==> config.mk <==
export PLATFORM = sky130hd
export DESIGN_NAME = imem_port_arbiter
export DESIGN_NICKNAME = d
export VERILOG_FILES = /design/src/rtl/imem_port_arbiter_pkg.sv /design/src/rtl/imem_rr_pick.sv /design/src/rtl/imem_port_arbiter.sv
export SDC_FILE = /design/constraint.sdc
export NUM_CORES = 1
export LEC_CHECK = 0
export CAP_MARGIN = 10
export CORE_MARGIN = 2
export CORE_UTILIZATION = 22
export DETAILED_ROUTE_END_ITERATION = 16
export MAX_ROUTING_LAYER = met4
export PLACE_DENSITY = 0.81
export SYNTH_ARGS = -nofsm -noshare
export SYNTH_HDL_FRONTEND = slang
export SYNTH_SLANG_ARGS = --single-unit
==> constraint.sdc <==
create_clock -name CLK -period 2.2 [get_ports CLK]
set_input_delay 0.44 -clock CLK [delete_from_list [all_inputs] [get_ports CLK]]
set_output_delay 0.44 -clock CLK [all_outputs]
set_load 0.02 [all_outputs]
==> src/rtl/imem_port_arbiter_pkg.sv <==
// Shared types and defaults for the instruction-memory port arbiter.
// Two requesters share one port: F (fetch, read-only) and L (loader, read/write).
package imem_port_arbiter_pkg;

  localparam int ADDR_W_DEF    = 10;
  localparam int DATA_W_DEF    = 32;
  localparam int MAX_BURST_DEF = 8;

  typedef enum logic {
    ARB    = 1'b0,
    LOCKED = 1'b1
  } arb_state_e;

  typedef enum logic {
    PORT_F = 1'b0,
    PORT_L = 1'b1
  } port_e;

endpackage

==> src/rtl/imem_rr_pick.sv <==
// Two-way round-robin pick: a lone requester wins, a tie goes to the port
// that did not win last time.
module imem_rr_pick
  import imem_port_arbiter_pkg::*;
(
  input  logic req_f,
  input  logic req_l,
  input  logic last_winner,
  output logic pick_f,
  output logic pick_l
);

  always_comb begin
    pick_f = req_f & (~req_l | (last_winner == PORT_L));
    pick_l = req_l & ~pick_f;
  end

endmodule

==> src/rtl/imem_port_arbiter.sv <==
// Arbitrates the single-port instruction memory between fetch and loader,
// with a loader burst-lock mode that still lets fetch in every MAX_BURST grants.
module imem_port_arbiter
  import imem_port_arbiter_pkg::*;
#(
  parameter int ADDR_W    = ADDR_W_DEF,
  parameter int DATA_W    = DATA_W_DEF,
  parameter int MAX_BURST = MAX_BURST_DEF
) (
  input  logic              CLK,
  input  logic              reset,
  input  logic              f_req,
  input  logic [ADDR_W-1:0] f_addr,
  output logic              f_gnt,
  output logic              f_rvalid,
  output logic [DATA_W-1:0] f_rdata,
  input  logic              l_req,
  input  logic              l_we,
  input  logic [ADDR_W-1:0] l_addr,
  input  logic [DATA_W-1:0] l_wdata,
  input  logic              l_lock,
  output logic              l_gnt,
  output logic              l_rvalid,
  output logic [DATA_W-1:0] l_rdata,
  output logic              mem_en,
  output logic              mem_we,
  output logic [ADDR_W-1:0] mem_addr,
  output logic [DATA_W-1:0] mem_wdata,
  input  logic [DATA_W-1:0] mem_rdata
);

  localparam int             CNT_W   = $clog2(MAX_BURST + 1);
  localparam logic [CNT_W-1:0] MAX_CNT = CNT_W'(MAX_BURST);

  arb_state_e       state_q, state_d;
  port_e            last_q, last_d;
  logic [CNT_W-1:0] cnt_q, cnt_d;
  logic             f_rvalid_q, f_rvalid_d;
  logic             l_rvalid_q, l_rvalid_d;
  logic             rr_f, rr_l;

  imem_rr_pick u_rr_pick (
    .req_f       (f_req),
    .req_l       (l_req),
    .last_winner (last_q),
    .pick_f      (rr_f),
    .pick_l      (rr_l)
  );

  // NOTE: every signal gets a default first so no path through the block infers a latch.
  always_comb begin
    state_d = state_q;
    cnt_d   = cnt_q;
    last_d  = last_q;
    f_gnt   = 1'b0;
    l_gnt   = 1'b0;

    unique case (state_q)
      ARB: begin
        f_gnt = rr_f;
        l_gnt = rr_l;
        if (l_gnt && l_lock) begin
          state_d = LOCKED;
          cnt_d   = CNT_W'(1);
        end
      end
      LOCKED: begin
        if (l_req && (!f_req || cnt_q < MAX_CNT)) begin
          l_gnt = 1'b1;
          cnt_d = (cnt_q == MAX_CNT) ? cnt_q : cnt_q + CNT_W'(1);
        end else if (l_req) begin
          // Starvation limit reached: fetch gets one slot, burst keeps ownership.
          f_gnt = 1'b1;
          cnt_d = '0;
        end else begin
          f_gnt = f_req;
        end
        if (!l_lock && (l_gnt || !l_req)) begin
          state_d = ARB;
          cnt_d   = '0;
        end
      end
    endcase

    // Grants are suppressed while reset is held, even though it is asynchronous.
    if (!reset) begin
      f_gnt = 1'b0;
      l_gnt = 1'b0;
    end

    if (f_gnt)      last_d = PORT_F;
    else if (l_gnt) last_d = PORT_L;

    f_rvalid_d = f_gnt;
    l_rvalid_d = l_gnt & ~l_we;
  end

  // NOTE: sequential state uses non-blocking assignments so all flops update together.
  always_ff @(posedge CLK or negedge reset) begin
    if (!reset) begin
      state_q    <= ARB;
      last_q     <= PORT_L;
      cnt_q      <= '0;
      f_rvalid_q <= 1'b0;
      l_rvalid_q <= 1'b0;
    end else begin
      state_q    <= state_d;
      last_q     <= last_d;
      cnt_q      <= cnt_d;
      f_rvalid_q <= f_rvalid_d;
      l_rvalid_q <= l_rvalid_d;
    end
  end

  always_comb begin
    mem_en    = f_gnt | l_gnt;
    mem_we    = l_gnt & l_we;
    mem_addr  = f_gnt ? f_addr : (l_gnt ? l_addr : '0);
    mem_wdata = l_gnt ? l_wdata : '0;
    f_rvalid  = f_rvalid_q;
    l_rvalid  = l_rvalid_q;
    f_rdata   = f_rvalid_q ? mem_rdata : '0;
    l_rdata   = l_rvalid_q ? mem_rdata : '0;
  end

endmodule

==> run_results.csv <==
group,metric,value,unit
worst_setup_path,crit_path_top_delay_cell,"clkdlybuf4s50_1",
placement,dp.cells,441,
timing,tns,0,ns
synth,postSynthAreaPerCell,7.38,µm²
synth,syn_inst,168,
timing,skew,0.00814,ns
worst_setup_path,r2r_cells,5,
die,initial_core_util,0.227,
worst_setup_path,r2r_end,"cnt_q[1]$_DFFE_PN0P_",
worst_setup_path,end_kind,"output port",
placement,io_buffers,201,
clocking,cts_tree,"done",
timing,slew_headroom,0.705,
clocking,clock_latency,0.24,ns
timing,timing.hold.ws,0.182,ns
synth,yosys.cell_types.count,28,
worst_setup_path,crit_type,"in2out",
worst_setup_path,critPathMaxFanout,6,
timing,worst_slew_pin_slew,0.442,ns
global_route,antenna_found_initial,0,
synth,yosysMostFrequentCell,"and2_1",
worst_setup_path,required,1.76,ns
timing,period_share,0.992,
layout,multi_input_area,936,µm²
synth,synth_area_leader_cell,"and2_1",
drt,first_pass_iters,4,
clocking,cts_max_path_buffers,2,
drt,viasPerCell,4.27,
drt,drt_iter0_drc,27,
pwr,power_frac_seq,0.176,
pwr,internal_power,657,µW
synth,synth_edf_count,0,
drt,drc_errors,0,
die,die_h,79.1,µm
die,core,0.00547,mm²
worst_setup_path,path_buf_inv,4,
drt,wire_per_inst,14.4,µm
worst_setup_path,slowest_delay,0.48,ns
placement,gp_congestion,0.776,
drt,wl,6.50,mm
synth,synth_top_area_frac,0.489,
placement,dp_hpwl,5.35,mm
die,dieArea,0.00625,mm²
global_route,grt_pass1_vias,1875,
synth,ys_seq_elements,8,
layout,nets,472,
timing,setup_viol,0,
clocking,clock-root-buffer,"clkbuf_8",
layout,drive_gt1_frac,0.187,
pwr,switching_share,0.352,
synth,synthFlopType,"dfrtp_1",
synth,yosysSeqAreaShare,0.162,
timing,finalHoldViolations,0,
clocking,htree_levels,1,
synth,synthTopCellsByCount,"and2_1 (97), a22o_1 (12), clkbuf_1 (7), dfrtp_1 (7)",
layout,diodes,0,
clocking,cts_buffers,3,
synth,syn_area,0.00124,mm²
layout,n_fill_cell,523,
run,cap_viol_max_count,0,
pwr,comb_power_share,0.638,
clocking,clk_pin_slew_worst_paths,0.05,ns
die,core.rowCount,27,
layout,area_growth,168,%
pwr,ir_drop,0.215,mV
layout,register_area,201,µm²
global_route,grt_first_pass_wirelength,9.37,mm
synth,syn_nets,260,
worst_setup_path,startpoint_type,"input port",
synth,synth-async-reset-ratio,1.00,
worst_setup_path,path_delay_family,"buffers and inverters",
pwr,power.density,305,mW/mm²
worst_setup_path,worstPathCellList,"clkdlybuf4s50_1 > nand2_1 > a21oi_4 > buf_12 > clkbuf_16 > and2_1 > buf_2",
drt,vias,1927,
timing,fmax,0.458,GHz
min_path,hp-class,"in2async",
global_route,grt_use_total,0.194,
worst_setup_path,arrival,1.74,ns
pwr,pwr-share-clk,0.186,
synth,synth_area_leaders,"and2_1 (49%), dfrtp_1 (14%), a22o_1 (8.5%), buf_6 (3.6%), clkbuf_1 (2.1%)",
timing,fin_crit,2.18,ns
die,chipWidth,79.1,µm
timing,report.final.slew_viol_count,0,
pwr,p_leak,0.00151,µW
worst_setup_path,reg2reg_slack,0.78,ns
worst_setup_path,r2r-start,"last_q$_DFFE_PN1P_",
pwr,net-switching-power,357,µW
synth,yosys_warnings,0,
clocking,cts.sinks,8,
drt,ant_nets,0,
clocking,cts_hold_buf,0,
die,ios,202,
layout,layout.cells.non_filler,451,
global_route,grt-ovfl-total,0,
outcome,status,"finished, final reports clean",
global_route,grt_max_degree,45,
metrics by stage:
stage | util | area (µm²) | setup slack (ns) | total power, µW
6_report | 0.607 | 3320 | 0.0169 | 1010
5_1_grt | 0.607 | 3320 | -0.0186 | 1090
4_1_cts | 0.584 | 3200 | -0.00440 | 986
3_5_place_dp | 0.615 | 3370 | -0.449 | 837
3_3_place_gp | 0.615 | 3370 | -0.425 | 830
2_1_floorplan | - | 1240 | 0.336 | 454
power by group through the flow:
stage	clock (µW)	combinational [µW]	sequential [µW]
final	189	647	178
after global routing	208	697	181
after CTS	192	616	178
after detailed placement	0	657	180
after global placement	0	651	179
after floorplan	0	271	183
cell type report:
cell class                 instances  area share
timing repair buffer             220       0.612
multi-input combinational        142       0.282
sequential                         8      0.0606
tap                               72      0.0271
clock buffer                       4      0.0135
inverter                           5     0.00565
timing repair:
| action | CTS | global route |
|---|---|---|
| gates resized for setup | 177 | 14 |
| pin swaps | 0 | 0 |
| cloned | 0 | 4 |
| setup endpoints to repair | 46 | 45 |
| buffers inserted | 0 | 2 |
registers in the layout, indices dropped and copies added, names as in the netlist:
register / flops
state_q: 1
f_rvalid: 1
last_q: 1
cnt_q: 4
l_rvalid: 1
placed cells by master, fill, tap and decap left out, types with 2 or more instances in the layout:
master	instances
a22o_1	12
buf_12	2
buf_6	2
and2_1	97
buf_4	24
ha_1	2
clkdlybuf4s50_1	153
o22ai_1	2
clkbuf_8	3
nand2_1	5
clkbuf_16	2
dfrtp_1	7
buf_2	32
dlymetal6s2s_1	2
nand3_1	5
inv_1	5
a21oi_1	2
nor2_1	4
cell families after synthesis:
| kind of cell | share of synthesized area |
|---|---|
| AND/OR/NAND/NOR | 0.555 |
| multiplexers | 0.0202 |
| buffers and inverters | 0.0827 |
| adder cells (fa/ha/maj) | 0.0202 |
| AO/OA/AOI/OAI | 0.159 |
| flip-flops | 0.162 |
metal layers:
metal / routed length [µm] / GRT usage / part of all wire
met1: 2520 / 0.228 / 0.39
met2: 3300 / 0.331 / 0.51
met3: 574 / 0.0466 / 0.088
met4: 106 / 0.0552 / 0.016
met5: 0 / - / 0
how the worst max path moves through the flow:
stage | start | endpoint | slack [ns] | depth (start not counted)
after floorplan | state_q$_DFF_PN0_ | mem_wdata[23] | 0.34 | 4
after global placement | reset | mem_addr[8] | -0.42 | 6
after detailed placement | reset | mem_addr[8] | -0.45 | 6
after CTS | reset | mem_addr[8] | -0.004 | 6
after global routing | state_q$_DFF_PN0_ | mem_addr[8] | -0.02 | 6
final | l_req | mem_wdata[9] | 0.02 | 7
Note: power is estimated with default switching activity, not from simulation.
